--- src/rtl/sindoku_board_ctrl.sv ---
// Sudoku game core: holds the board, moves the cursor, commits player entries and
// checks the solution sequentially, one cell per cycle, across rows, columns and boxes.
module sindoku_board_ctrl #(
    parameter int unsigned BOX = 3,
    parameter logic [BOX*BOX*BOX*BOX*4-1:0] PUZZLE = '0
) (
    input  logic       Clk,
    input  logic       Reset,
    input  logic       L,
    input  logic       R,
    input  logic       U,
    input  logic       D,
    input  logic       C,
    input  logic       CheckSolu,
    input  logic [3:0] userIn,
    output logic       q_I,
    output logic       q_Solve,
    output logic       q_Check,
    output logic       q_Correct,
    output logic       q_Incorrect,
    output logic [3:0] cur_row,
    output logic [3:0] cur_col,
    output logic [3:0] cur_val,
    output logic       cur_given,
    output logic [4:0] fail_idx
);

    localparam int unsigned N      = BOX * BOX;
    localparam int unsigned CELLS  = N * N;
    localparam int unsigned IDX_W  = $clog2(CELLS);
    localparam int unsigned GROUPS = 3 * N;
    localparam int unsigned VAL_W  = 4;

    typedef enum logic [2:0] {
        S_INIT,
        S_SOLVE,
        S_CHECK,
        S_CORRECT,
        S_INCORRECT
    } state_e;

    state_e             state_q, state_d;
    logic [3:0]         row_q, row_d;
    logic [3:0]         col_q, col_d;
    logic [4:0]         g_q, g_d;
    logic [3:0]         k_q, k_d;
    logic [N-1:0]       seen_q, seen_d;
    logic [4:0]         fail_q, fail_d;
    logic               chk_prev_q;
    logic [VAL_W-1:0]   board_q [CELLS];
    logic [VAL_W-1:0]   board_d [CELLS];

    logic               chk_rise_c;
    logic [IDX_W-1:0]   cur_idx_c;
    logic [3:0]         chk_row_c;
    logic [3:0]         chk_col_c;
    logic [4:0]         box_c;
    logic [IDX_W-1:0]   chk_idx_c;
    logic [VAL_W-1:0]   chk_val_c;
    logic [N-1:0]       seen_base_c;
    logic [N-1:0]       val_bit_c;
    logic               chk_fail_c;

    assign chk_rise_c = CheckSolu & ~chk_prev_q;
    assign cur_idx_c  = IDX_W'(row_q) * IDX_W'(N) + IDX_W'(col_q);
    assign cur_given  = (PUZZLE[{cur_idx_c, 2'b00} +: 4] != 4'h0);

    // Map checker counters (g,k) onto a board cell: rows, then columns, then boxes.
    always_comb begin
        box_c     = g_q - 5'(2 * N);
        chk_row_c = k_q;
        chk_col_c = k_q;
        if (g_q < 5'(N)) begin
            chk_row_c = 4'(g_q);
            chk_col_c = k_q;
        end else if (g_q < 5'(2 * N)) begin
            chk_row_c = k_q;
            chk_col_c = 4'(g_q - 5'(N));
        end else begin
            chk_row_c = 4'((box_c / 5'(BOX)) * 5'(BOX) + 5'(k_q / 4'(BOX)));
            chk_col_c = 4'((box_c % 5'(BOX)) * 5'(BOX) + 5'(k_q % 4'(BOX)));
        end
    end

    assign chk_idx_c   = IDX_W'(chk_row_c) * IDX_W'(N) + IDX_W'(chk_col_c);
    assign chk_val_c   = board_q[chk_idx_c];
    assign seen_base_c = (k_q == 4'd0) ? '0 : seen_q;
    assign val_bit_c   = N'(1) << (chk_val_c - 4'd1);
    assign chk_fail_c  = (chk_val_c == 4'd0) || ((seen_base_c & val_bit_c) != '0);

    // Next-state, cursor, board write and checker sequencing.
    always_comb begin
        state_d = state_q;
        row_d   = row_q;
        col_d   = col_q;
        g_d     = g_q;
        k_d     = k_q;
        seen_d  = seen_q;
        fail_d  = fail_q;
        board_d = board_q;

        case (state_q)
            S_INIT: begin
                if (C) state_d = S_SOLVE;
            end
            S_SOLVE: begin
                if (C && !cur_given && (userIn <= 4'(N))) board_d[cur_idx_c] = userIn;
                if (L)      col_d = (col_q == 4'd0)       ? 4'(N - 1) : col_q - 4'd1;
                else if (R) col_d = (col_q == 4'(N - 1))  ? 4'd0      : col_q + 4'd1;
                else if (U) row_d = (row_q == 4'd0)       ? 4'(N - 1) : row_q - 4'd1;
                else if (D) row_d = (row_q == 4'(N - 1))  ? 4'd0      : row_q + 4'd1;
                if (chk_rise_c) begin
                    state_d = S_CHECK;
                    g_d     = 5'd0;
                    k_d     = 4'd0;
                    fail_d  = 5'd31;
                end
            end
            S_CHECK: begin
                seen_d = seen_base_c | val_bit_c;
                if (chk_fail_c) begin
                    fail_d  = g_q;
                    state_d = S_INCORRECT;
                end else if (k_q == 4'(N - 1)) begin
                    k_d = 4'd0;
                    if (g_q == 5'(GROUPS - 1)) state_d = S_CORRECT;
                    else                       g_d     = g_q + 5'd1;
                end else begin
                    k_d = k_q + 4'd1;
                end
            end
            S_CORRECT: begin
                state_d = S_CORRECT;
            end
            S_INCORRECT: begin
                if (!CheckSolu) state_d = S_SOLVE;
            end
            default: state_d = S_INIT;
        endcase
    end

    always_ff @(posedge Clk) begin
        if (!Reset) begin
            state_q    <= S_INIT;
            row_q      <= 4'd0;
            col_q      <= 4'd0;
            g_q        <= 5'd0;
            k_q        <= 4'd0;
            seen_q     <= '0;
            fail_q     <= 5'd31;
            chk_prev_q <= 1'b1;
            for (int i = 0; i < CELLS; i++) board_q[i] <= PUZZLE[4*i +: 4];
        end else begin
            state_q    <= state_d;
            row_q      <= row_d;
            col_q      <= col_d;
            g_q        <= g_d;
            k_q        <= k_d;
            seen_q     <= seen_d;
            fail_q     <= fail_d;
            chk_prev_q <= CheckSolu;
            board_q    <= board_d;
        end
    end

    assign q_I         = (state_q == S_INIT);
    assign q_Solve     = (state_q == S_SOLVE);
    assign q_Check     = (state_q == S_CHECK);
    assign q_Correct   = (state_q == S_CORRECT);
    assign q_Incorrect = (state_q == S_INCORRECT);
    assign cur_row     = row_q;
    assign cur_col     = col_q;
    assign cur_val     = board_q[cur_idx_c];
    assign fail_idx    = fail_q;

endmodule

--- config.mk ---
export PLATFORM = sky130hd
export DESIGN_NAME = sindoku_board_ctrl
export DESIGN_NICKNAME = d
export VERILOG_FILES = /design/src/rtl/sindoku_board_ctrl.sv
export SDC_FILE = /design/constraint.sdc
export NUM_CORES = 1
export LEC_CHECK = 0
export BUFFER_PORTS_ARGS = -buffer_cell sky130_fd_sc_hd__clkbuf_2
export CAP_MARGIN = 20
export CORE_MARGIN = 5
export CORE_UTILIZATION = 40
export DETAILED_ROUTE_END_ITERATION = 8
export PLACE_DENSITY = 0.56
export SLEW_MARGIN = 25
export SYNTH_ARGS = -nofsm -noshare
export SYNTH_HDL_FRONTEND = slang
export SYNTH_SLANG_ARGS = --single-unit
export TNS_END_PERCENT = 5
--- constraint.sdc ---
create_clock -name Clk -period 19.8 [get_ports Clk]
set_input_delay 2.97 -clock Clk [delete_from_list [all_inputs] [get_ports Clk]]
set_output_delay 2.97 -clock Clk [all_outputs]
set_load 0.005 [all_outputs]
* Yosys cells after proc, flatten, opt, wreduce, memory -nomap -nowiden
Index checks and enable logic that the tools add are counted.
** Word-level totals
- Bits of input ports :: 12
- Register bits after elaboration :: 359
** Operators by class
- Eq/ne operators :: 17
- Muxes and demuxes :: 41
- Multiply operators :: 4
- Shift operators :: 2
- Order comparisons :: 6
- Bitwise logic cells :: 8
- Divide/modulo/power cells :: 4
- Add/subtract/negate cells :: 13
- Reduce and logical (&&, ||, !) cells :: 22
** Operators with widths (number)
- $bwmux 324 :: 1
- $shiftx 324x10->4 const A :: 1
- $mux 4 :: 20
- $bmux 4 s7 :: 2
- $mux 5 :: 6
- $demux 4 s7 :: 1
- $pmux 5 s2 :: 2
- $mux 3 :: 6
- $ge 8x8->1 const B :: 2
- $logic_not 4->1 :: 4
- $not 7->8 :: 2
- $pmux 3 s5 :: 1
- $add 7x4->7 :: 2
- $mul 4x4->7 const B :: 2
- $add 4x1->4 const B :: 3
- $eq 4x4->1 const B :: 3
- $sub 4x1->4 const B :: 3
- $mul 5x2->4 const B :: 2
- $reduce_and 5->1 :: 2
- $and 9x9->9 :: 1
- $mux 9 :: 1
- $or 9x9->9 :: 1
- $reduce_bool 9->1 :: 1
- $shl 1x4->9 const A :: 1
- other kinds (31) :: 47

* Longest topological paths before layout
Gate-level depths: netlist of run 1.
- Word-level depth :: 19
- Gate-level depth with buffers :: 40
- Depth with buffers taken out :: 36

* Least setup slack after synthesis of run 1
OpenSTA, ideal clock, no wires.
- Kind :: register to register
- Start point :: register g_q[2]
- End point :: register k_q[2]
- Data arrival time :: 8.613 ns
- Path slack :: 11.100 ns
- Setup time :: 0.087 ns
- Buffers on the path :: 2
- Stages on the path, launching flop included :: 39
- Clock period less this slack :: 8.700 ns
- Cells stage by stage :: dfxtp_1 -> clkbuf_1 -> inv_1 -> ha_1 -> clkbuf_1 -> xnor2_1 -> o21ai_0 -> a221o_1 -> nand2_1 -> inv_1 -> ha_1 -> a21oi_1 -> nor2_1 -> a2111oi_2 -> mux2_2 -> fa_1 -> ha_1 -> inv_1 -> (+3 left out) -> xnor2_1 -> xnor2_1 -> a21oi_1 -> o21ai_0 -> ha_1 -> ha_1 -> nor2b_1 -> o21a_1 -> o21ai_1 -> a21oi_1 -> a22o_1 -> o21ai_1 -> nand4_1 -> a21o_1 -> a32oi_4 -> nand4_4 -> or4_1 -> o31ai_1
** On the way
- Cells in the longest elaborated chain, start to end :: 19
- Elaborated cells between the ends (all ways) :: 28
** Ends and longest elaborated chain
- from (decl) :: RTL line 45 : logic [4:0] g_q, g_d;
- from (signal assigned) :: RTL line 157 : g_q <= g_d;
- $sub 5x5->5 :: RTL line 70 : box_c = g_q - 5'(2 * N);
- $div 5x2->5 :: RTL line 80 : chk_row_c = 4'((box_c / 5'(BOX)) * 5'(BOX) + 5'(k_q / 4'(BOX)));
- $mul 5x2->4 :: RTL line 80
- $add 4x4->4 :: RTL line 80
- $mux 4 :: RTL line 76 : end else if (g_q < 5'(2 * N)) begin
- $mux 4 :: RTL line 73 : if (g_q < 5'(N)) begin
- $mul 4x4->7 :: RTL line 85 : assign chk_idx_c = IDX_W'(chk_row_c) * IDX_W'(N) + IDX_W'(chk_col_c);
- $add 7x4->7 * :: RTL line 85
- (+2 left out)
- $mux 4 (not written as such) * (2 in series) :: RTL line 86 : assign chk_val_c = board_q[chk_idx_c];
- $sub 4x1->4 :: RTL line 88 : assign val_bit_c = N'(1) << (chk_val_c - 4'd1);
- $shl 1x4->9 :: RTL line 88
- $and 9x9->9 :: RTL line 89 : assign chk_fail_c = (chk_val_c == 4'd0) || ((seen_base_c & val_bit_c) != '0);
- $reduce_bool 9->1 :: RTL line 89
- $logic_or 1x1->1 * :: RTL line 89
- $ne 2x2->1 (no source line) *
- $reduce_and 3->1 (no source line) *
- to (signal assigned) :: RTL line 158 : k_q <= k_d;
- to (decl) :: RTL line 46 : logic [3:0] k_q, k_d;
Every way passes the cells marked *; elsewhere a longest branch is shown, timed or not. The select of a mux whose other input is x is not followed.
A chain may end at the register's enable or synchronous reset.

* Final worst setup path of run 1
- Start point :: register g_q[1]
- End point :: register k_q[2]
The elaborated chain is that of the path after synthesis.

==> impl_metrics.csv, run 1 <==
group,metric,value,unit
synthesis,synthSimpleGateAreaFrac,0.146,
floorplan,die_h,242,um
global_routing,grt_usage,0.249,
clock_tree,cts_tree,"yes",
clock_tree,clock-root-buffer,"clkbuf_16",
synthesis,async_reset_ff_frac,0,
synthesis,ys_ff_latch,359,
worst_setup_path,cp.required,20.27,ns
global_routing,antenna_found_initial,0,
finish,design_area,23400,um^2
clock_tree,cts_resized,0,
floorplan,start_util,0.403,
clock_tree,clk_path_buf_depth,3,
sta,fin_tns_setup,0,ns
finish,layout.cells.non_filler,3201,
pwr,power_density,73.2,nW/um^2
synthesis,synth.most_common_cell,"nand2_1",
sta,fin_skew,0.0206,ns
sta,setup_violations,0,
synthesis,synth_compound_area_frac,0.320,
pwr,power_switching,0.466,mW
floorplan,die_x,242,um
worst_setup_path,start_kind,"flip-flop",
pwr,clockPowerShare,0.460,
synthesis,synth-edff-count,0,
worst_setup_path,crit_fanout,16,
placement,place_congestion,0.880,
clock_tree,worstSkewPairLatency,0.57,ns
pwr,combPwrFrac,0.111,
placement,placedCellCount,3122,
synthesis,synth_top_area_frac,0.333,
outcome,status,"finished, final reports clean",
sta,drv_slew,0,
pwr,seq_power_share,0.428,
global_routing,grt_pass1_vias,19400,
synthesis,syn-num-nets,2668,
floorplan,row_count,85,
worst_setup_path,critPathMostFrequentCell,"inv_1",
worst_setup_path,max_stage_delay,1.16,ns
sta,tightestPinTransition,1.04,ns
synthesis,synth_ff_type,"dfxtp_1",
floorplan,core-area,53600,um^2
floorplan,dieArea,58700,um^2
drt,routed_wl,76600,um
synthesis,synth_fa_ha_area_frac,0.0335,
clock_tree,post_cts_buffers,0,
synthesis,syn_avg_cell_area,8.29,um^2
synthesis,muxShareOfSynthArea,0.0985,
sta,hold_viol,0,
floorplan,io_pins,35,
finish,final_util,0.436,
global_routing,grt_pass1_wl,117000,um
synthesis,syn_inst,2603,
run,drv_cap,0,
clock_tree,clk_pin_slew_worst_paths,0.06,ns
sta,period_needed,10.20,ns
drt,wire_per_inst,23.9,um
worst_setup_path,critPathCaptureType,"flip-flop",
drt,vias,20100,
synthesis,synth.largest_area_cell,"dfxtp_1",
sta,slew_headroom,0.305,
worst_setup_path,cp.arrival,10.67,ns
drt,drtAntennaViolNets,0,
sta,hold_slack,0.496,ns
finish,drive_above_1_share,0.105,
hold_path,hp-class,"flip-flop to flip-flop",
placement,placement.cell_area,22000,um^2
worst_setup_path,critPathKind,"flip-flop to flip-flop",
pwr,switching_share,0.272,
drt,dr.pass1.iters,6,
pwr,ir_drop,50.7,uV
synthesis,yosysWarnings,0,
sta,max_clock_freq,98.1,MHz
synthesis,synthTopCellsByCount,"nand2_1 (406), o21ai_0 (363), dfxtp_1 (359)",
global_routing,grt_overflow,0,
sta,fin_crit_sh,0.515,
clock_tree,cts_hold_buf,0,
clock_tree,ctsHtreeMaxLevel,2,
synthesis,synth_xor_area_frac,0.0112,
placement,dpl.hpwl,47500,um
placement,port_buffers,33,
finish,area_growth,8.31,%
synthesis,synth_area_leaders,"dfxtp_1 (33%), a21boi_0 (11%), o21ai_0 (8.4%)",
sta,rsz0062_at_grt,"false",
synthesis,synth_cell_type_count,87,
pwr,power.internal,1.24,mW
drt,drt_first_iter_violations,2310,
synthesis,syn_area,21600,um^2
finish,fin_nets,2536,
drt,drc_errors,0,
worst_setup_path,cp_slowest_cell,"fa_1",
clock_tree,numCtsBuffers,43,
pwr,power_leakage,7.54,nW
synthesis,yosysSeqAreaShare,0.333,
drt,viasPerCell,6.29,
clock_tree,clock_sinks,359,
global_routing,grt_max_degree,128,
synthesis,synth_top_family_by_area,"compound AO/OA/AOI/OAI gates",
cells in the final DEF, fill, tap and decap left out, types with 43 or more instances in the layout:
cell type    n
nand2_1    397
dfxtp_1    359
a22oi_1    131
a21boi_0   321
o21ai_0    363
mux4_2      63
clkbuf_16   45
a21oi_1     53
ha_1        43
nor2_1     127
cell families (layout without fill, tap and decap cells):
group,Yosys count,count (layout)
flip-flops,359,359
other,1,2
buffers and inverters,289,190
AO/OA/AOI/OAI,1043,1043
adder cells (fa/ha/maj),53,53
XOR/XNOR,26,26
AND/OR/NAND/NOR,716,716
multiplexers,116,116
metal layers:
| metal | vias to the layer above | global-route usage | routed length [um] |
|---|---|---|---|
| met2 | 844 | 0.385 | 33800 |
| met4 | 0 | 0.109 | 3520 |
| met3 | 204 | 0.0464 | 6580 |
| met5 | - | 0 | 0 |
| met1 | 9883 | 0.340 | 32700 |
| li1 | 9204 | - | - |
final timing paths:
| check | slack [ns] | start | endpoint | cells after the start |
|---|---|---|---|---|
| hold / removal | 0.50 | board_q[24] | board_q[24] | 2 |
| setup / recovery | 9.60 | g_q[1] | k_q[2] | 34 |
| setup reg to reg | 9.60 | g_q[1] | k_q[2] | 34 |
| hold reg to reg | 0.50 | board_q[24] | board_q[24] | 2 |
worst max-delay path: cells and delay by family, from the launching register on:
family / cells / cell delay [ns]
adders and majority gates: 7 / 3.49
DFF: 1 / 0.55
AOI/OAI and AO/OA: 12 / 2.38
buffers and inverters: 5 / 0.69
xor gates and xnor gates: 1 / 0.17
and+or+nand+nor: 8 / 2.36
muxes: 1 / 0.43
final cells by class:
type                       instances  area, um^2
fill                            5297       30200
clock buffer                      68        1340
sequential                       359        7190
antenna                            1        2.50
clock inverter                    10        55.1
timing repair buffer              71         474
multi-input combinational       1955       13300
inverter                          41         154
tap                              696         871
power groups by stage:
stage / clock network (mW) / logic [mW] / registers (mW)
after floorplan: 0 / 0.119 / 0.745
after global placement: 0 / 0.183 / 0.748
after detailed placement: 0 / 0.184 / 0.748
after CTS: 0.801 / 0.184 / 0.732
after global routing: 0.829 / 0.199 / 0.733
final: 0.787 / 0.190 / 0.732
sequential cells by signal, summed over array words and instances, names as in the netlist:
| signal | cells |
|---|---|
| state_q | 3 |
| chk_prev_q | 1 |
| cur_col | 4 |
| k_q | 4 |
| seen_q | 9 |
| cur_row | 4 |
| board_q | 324 |
| g_q | 5 |
| fail_idx | 5 |
stage by stage:
stage | power (mW) | setup WS [ns]
2_1_floorplan | 0.864 | 11.10
3_3_place_gp | 0.931 | 9.75
3_5_place_dp | 0.933 | 9.66
4_1_cts | 1.72 | 9.64
5_1_grt | 1.76 | 8.80
6_report | 1.71 | 9.60
Note: power is estimated with default switching activity, not from simulation.
==> run 2, diff against run 1 <==
- ABC_AREA: unset -> 1
- PLACE_DENSITY: 0.56 -> 0.58
- clock period: 19.8 -> 8.85 ns (I/O delays scaled with it)
==> run 2 against run 1 <==
Die area fell by 6.7%. Via count rose by 3.8%. Sequential share of layout area rose by 1.7 points. Clock power rose by 140%. Final area fell by 5.2%.
==> impl_metrics.csv, run 2 <==
group,metric,value,unit
synthesis,synth_ff_type,"dfxtp_1",
worst_setup_path,rrSetupSlack,0.75,ns
global_routing,grt_pass1_vias,19500,
finish,layout.cells.non_filler,3537,
sta,fin_skew,0.0338,ns
placement,placedCellCount,3457,
worst_setup_path,r2r_start,"g_q[1]",
sta,hold_viol,0,
finish,antennaDiodeCount,0,
synthesis,syn_inst,2892,
synthesis,synth_area_leaders,"dfxtp_1 (36%), o21ai_0 (10%), a21oi_1 (9.5%)",
synthesis,yosysWarnings,0,
outcome,status,"finished, final reports clean",
finish,largest-register,"board_q",
placement,dpl.hpwl,47800,um
drt,routed_wl,75000,um
hold_path,hold_depth,2,
sta,max_clock_freq,123,MHz
finish,drive_above_1_share,0.0764,
worst_setup_path,cp.required,9.35,ns
global_routing,met3_usage,0.0496,
worst_setup_path,critPathCaptureType,"flip-flop",
finish,reg_top3,"board_q x324, seen_q x9",
synthesis,synth.most_common_cell,"nand2_1",
sta,fin_crit_sh,0.915,
finish,largest_reg_flops,324,
worst_setup_path,crit_fanout,20,
pwr,power_leakage,8.09,nW
sta,rsz0062_at_grt,"true",
sta,period_needed,8.10,ns
drt,wire_per_inst,21.2,um
worst_setup_path,cp_num_buf_inv,5,
placement,place_congestion,0.945,
finish,fin_nets,2896,
worst_setup_path,r2r_end,"g_q[0]",
clock_tree,clk_path_buf_depth,3,
sta,slew_headroom,0.261,
synthesis,ys_ff_latch,359,
worst_setup_path,cp_top_family,"simple AND/OR/NAND/NOR gates",
synthesis,synthTopCellsByCount,"nand2_1 (409), o21ai_0 (406), a21oi_1 (381)",
synthesis,syn_area,20100,um^2
pwr,power_density,313,nW/um^2
synthesis,async_reset_ff_frac,0,
worst_setup_path,max_stage_delay,0.53,ns
worst_setup_path,critPathKind,"flip-flop to flip-flop",
sta,tightestPinTransition,1.11,ns
synthesis,yosysSeqAreaShare,0.358,
worst_setup_path,cp.depth,44,
floorplan,core-area,49900,um^2
floorplan,row_count,82,
drt,drt_first_iter_violations,2308,
finish,final_common_cell,"nand2_1",
clock_tree,clock-root-buffer,"clkbuf_16",
global_routing,antenna_found_initial,1,
synthesis,synth.largest_area_cell,"dfxtp_1",
worst_setup_path,cp.arrival,8.60,ns
clock_tree,clock_sinks,359,
drt,drc_errors,0,
sta,hold_slack,0.467,ns
hold_path,hold_end,"board_q[208]",
pwr,finalPower,6.93,mW
synthesis,syn_avg_cell_area,6.94,um^2
sta,drv_slew,0,
global_routing,grt_pass1_wl,114000,um
sta,fin_tns_setup,0,ns
global_routing,met1_usage,0.354,
pwr,ir_drop,231,uV
clock_tree,cts_tree,"yes",
worst_setup_path,critPathMostFrequentCell,"nand3_1",
drt,viasPerCell,5.91,
placement,port_buffers,33,
clock_tree,cts_hold_buf,0,
floorplan,dieArea,54700,um^2
synthesis,syn-num-nets,2957,
global_routing,busiest_layer,"met2",
synthesis,synth_cell_type_count,63,
hold_path,hp-class,"flip-flop to flip-flop",
global_routing,grt_usage,0.264,
worst_setup_path,cp_slowest_cell,"fa_1",
global_routing,grt_overflow,0,
clock_tree,ctsHtreeMaxLevel,2,
global_routing,grt_max_degree,129,
drt,vias,20900,
sta,setup_violations,0,
floorplan,start_util,0.402,
clock_tree,clk_pin_slew_worst_paths,0.06,ns
floorplan,die_h,234,um
drt,dr.pass1.iters,6,
finish,design_area,22200,um^2
run,drv_cap,0,
floorplan,die_x,234,um
drt,drtAntennaViolNets,0,
clock_tree,numCtsBuffers,42,
finish,area_growth,10.4,%
clock_tree,worstSkewPairLatency,0.59,ns
finish,final_cell_mix,"nand2_1 (409), o21ai_0 (405), a21oi_1 (381)",
floorplan,io_pins,35,
synthesis,synth_top_area_frac,0.358,
hold_path,hp-start,"board_q[208]",
placement,placement.cell_area,20700,um^2
worst_setup_path,worstRegToRegCells,44,
worst_setup_path,start_kind,"flip-flop",
global_routing,grt_util_met2,0.413,
synthesis,synth-edff-count,0,
-- run 2: layer usage --
metal	wire length, um	vias to the layer above
met5	7	-
met3	6800	228
met1	31600	9724
li1	-	9909
met2	32800	1033
met4	3790	2
-- run 2: stage by stage --
step | util | setup slack [ns]
5_1_grt | 0.444 | -0.0208
2_1_floorplan | - | 1.97
3_5_place_dp | 0.414 | 0.543
6_report | 0.444 | 0.749
4_1_cts | 0.444 | 0.508
3_3_place_gp | 0.414 | 0.805
-- run 2: area by class of cell --
class / instances / area (um^2)
tap: 672 / 841
multi-input combinational: 2040 / 11000
fill: 5132 / 27700
inverter: 317 / 1190
timing repair buffer: 71 / 494
sequential: 359 / 7190
clock inverter: 17 / 241
clock buffer: 61 / 1230
-- run 2: worst max path at each step --
stage | from | endpoint | slack, ns
final | g_q[1] | g_q[0] | 0.75
after detailed placement | g_q[2] | state_q[1] | 0.54
after global routing | g_q[1] | state_q[1] | -0.02
after floorplan | k_q[2] | state_q[1] | 1.97
after global placement | g_q[1] | state_q[1] | 0.80
after CTS | g_q[2] | state_q[1] | 0.51
-- run 2: worst min-delay path: cells and delay by family, from the launching register on --
family / cells / cell delay [ns]
AO/OA/AOI/OAI: 1 / 0.05
flip-flops: 1 / 0.32
buffers and inverters: 1 / 0.05
-- run 2: cell families (layout without fill, tap and decap cells) --
kind of cell,Yosys count,in the layout,synth area share
buf+inv,493,466,0.0983
flops,359,359,0.358
simple gates,904,904,0.200
compound gates,1059,1059,0.296
xor+xnor,23,23,0.0115
fa+ha+maj,53,53,0.0360
other cells,1,1,0.000187
-- run 2: what timing repair did --
action,in CTS,in global routing
endpoints found under the setup margin,0,17
buffers inserted,0,2
resized for setup,0,3
-- run 2: where the power goes --
group	internal [mW]	switching [mW]	total [mW]
Clock	1.12	0.735	1.86
Combinational	1.03	2.35	3.37
Sequential	1.66	0.0455	1.70
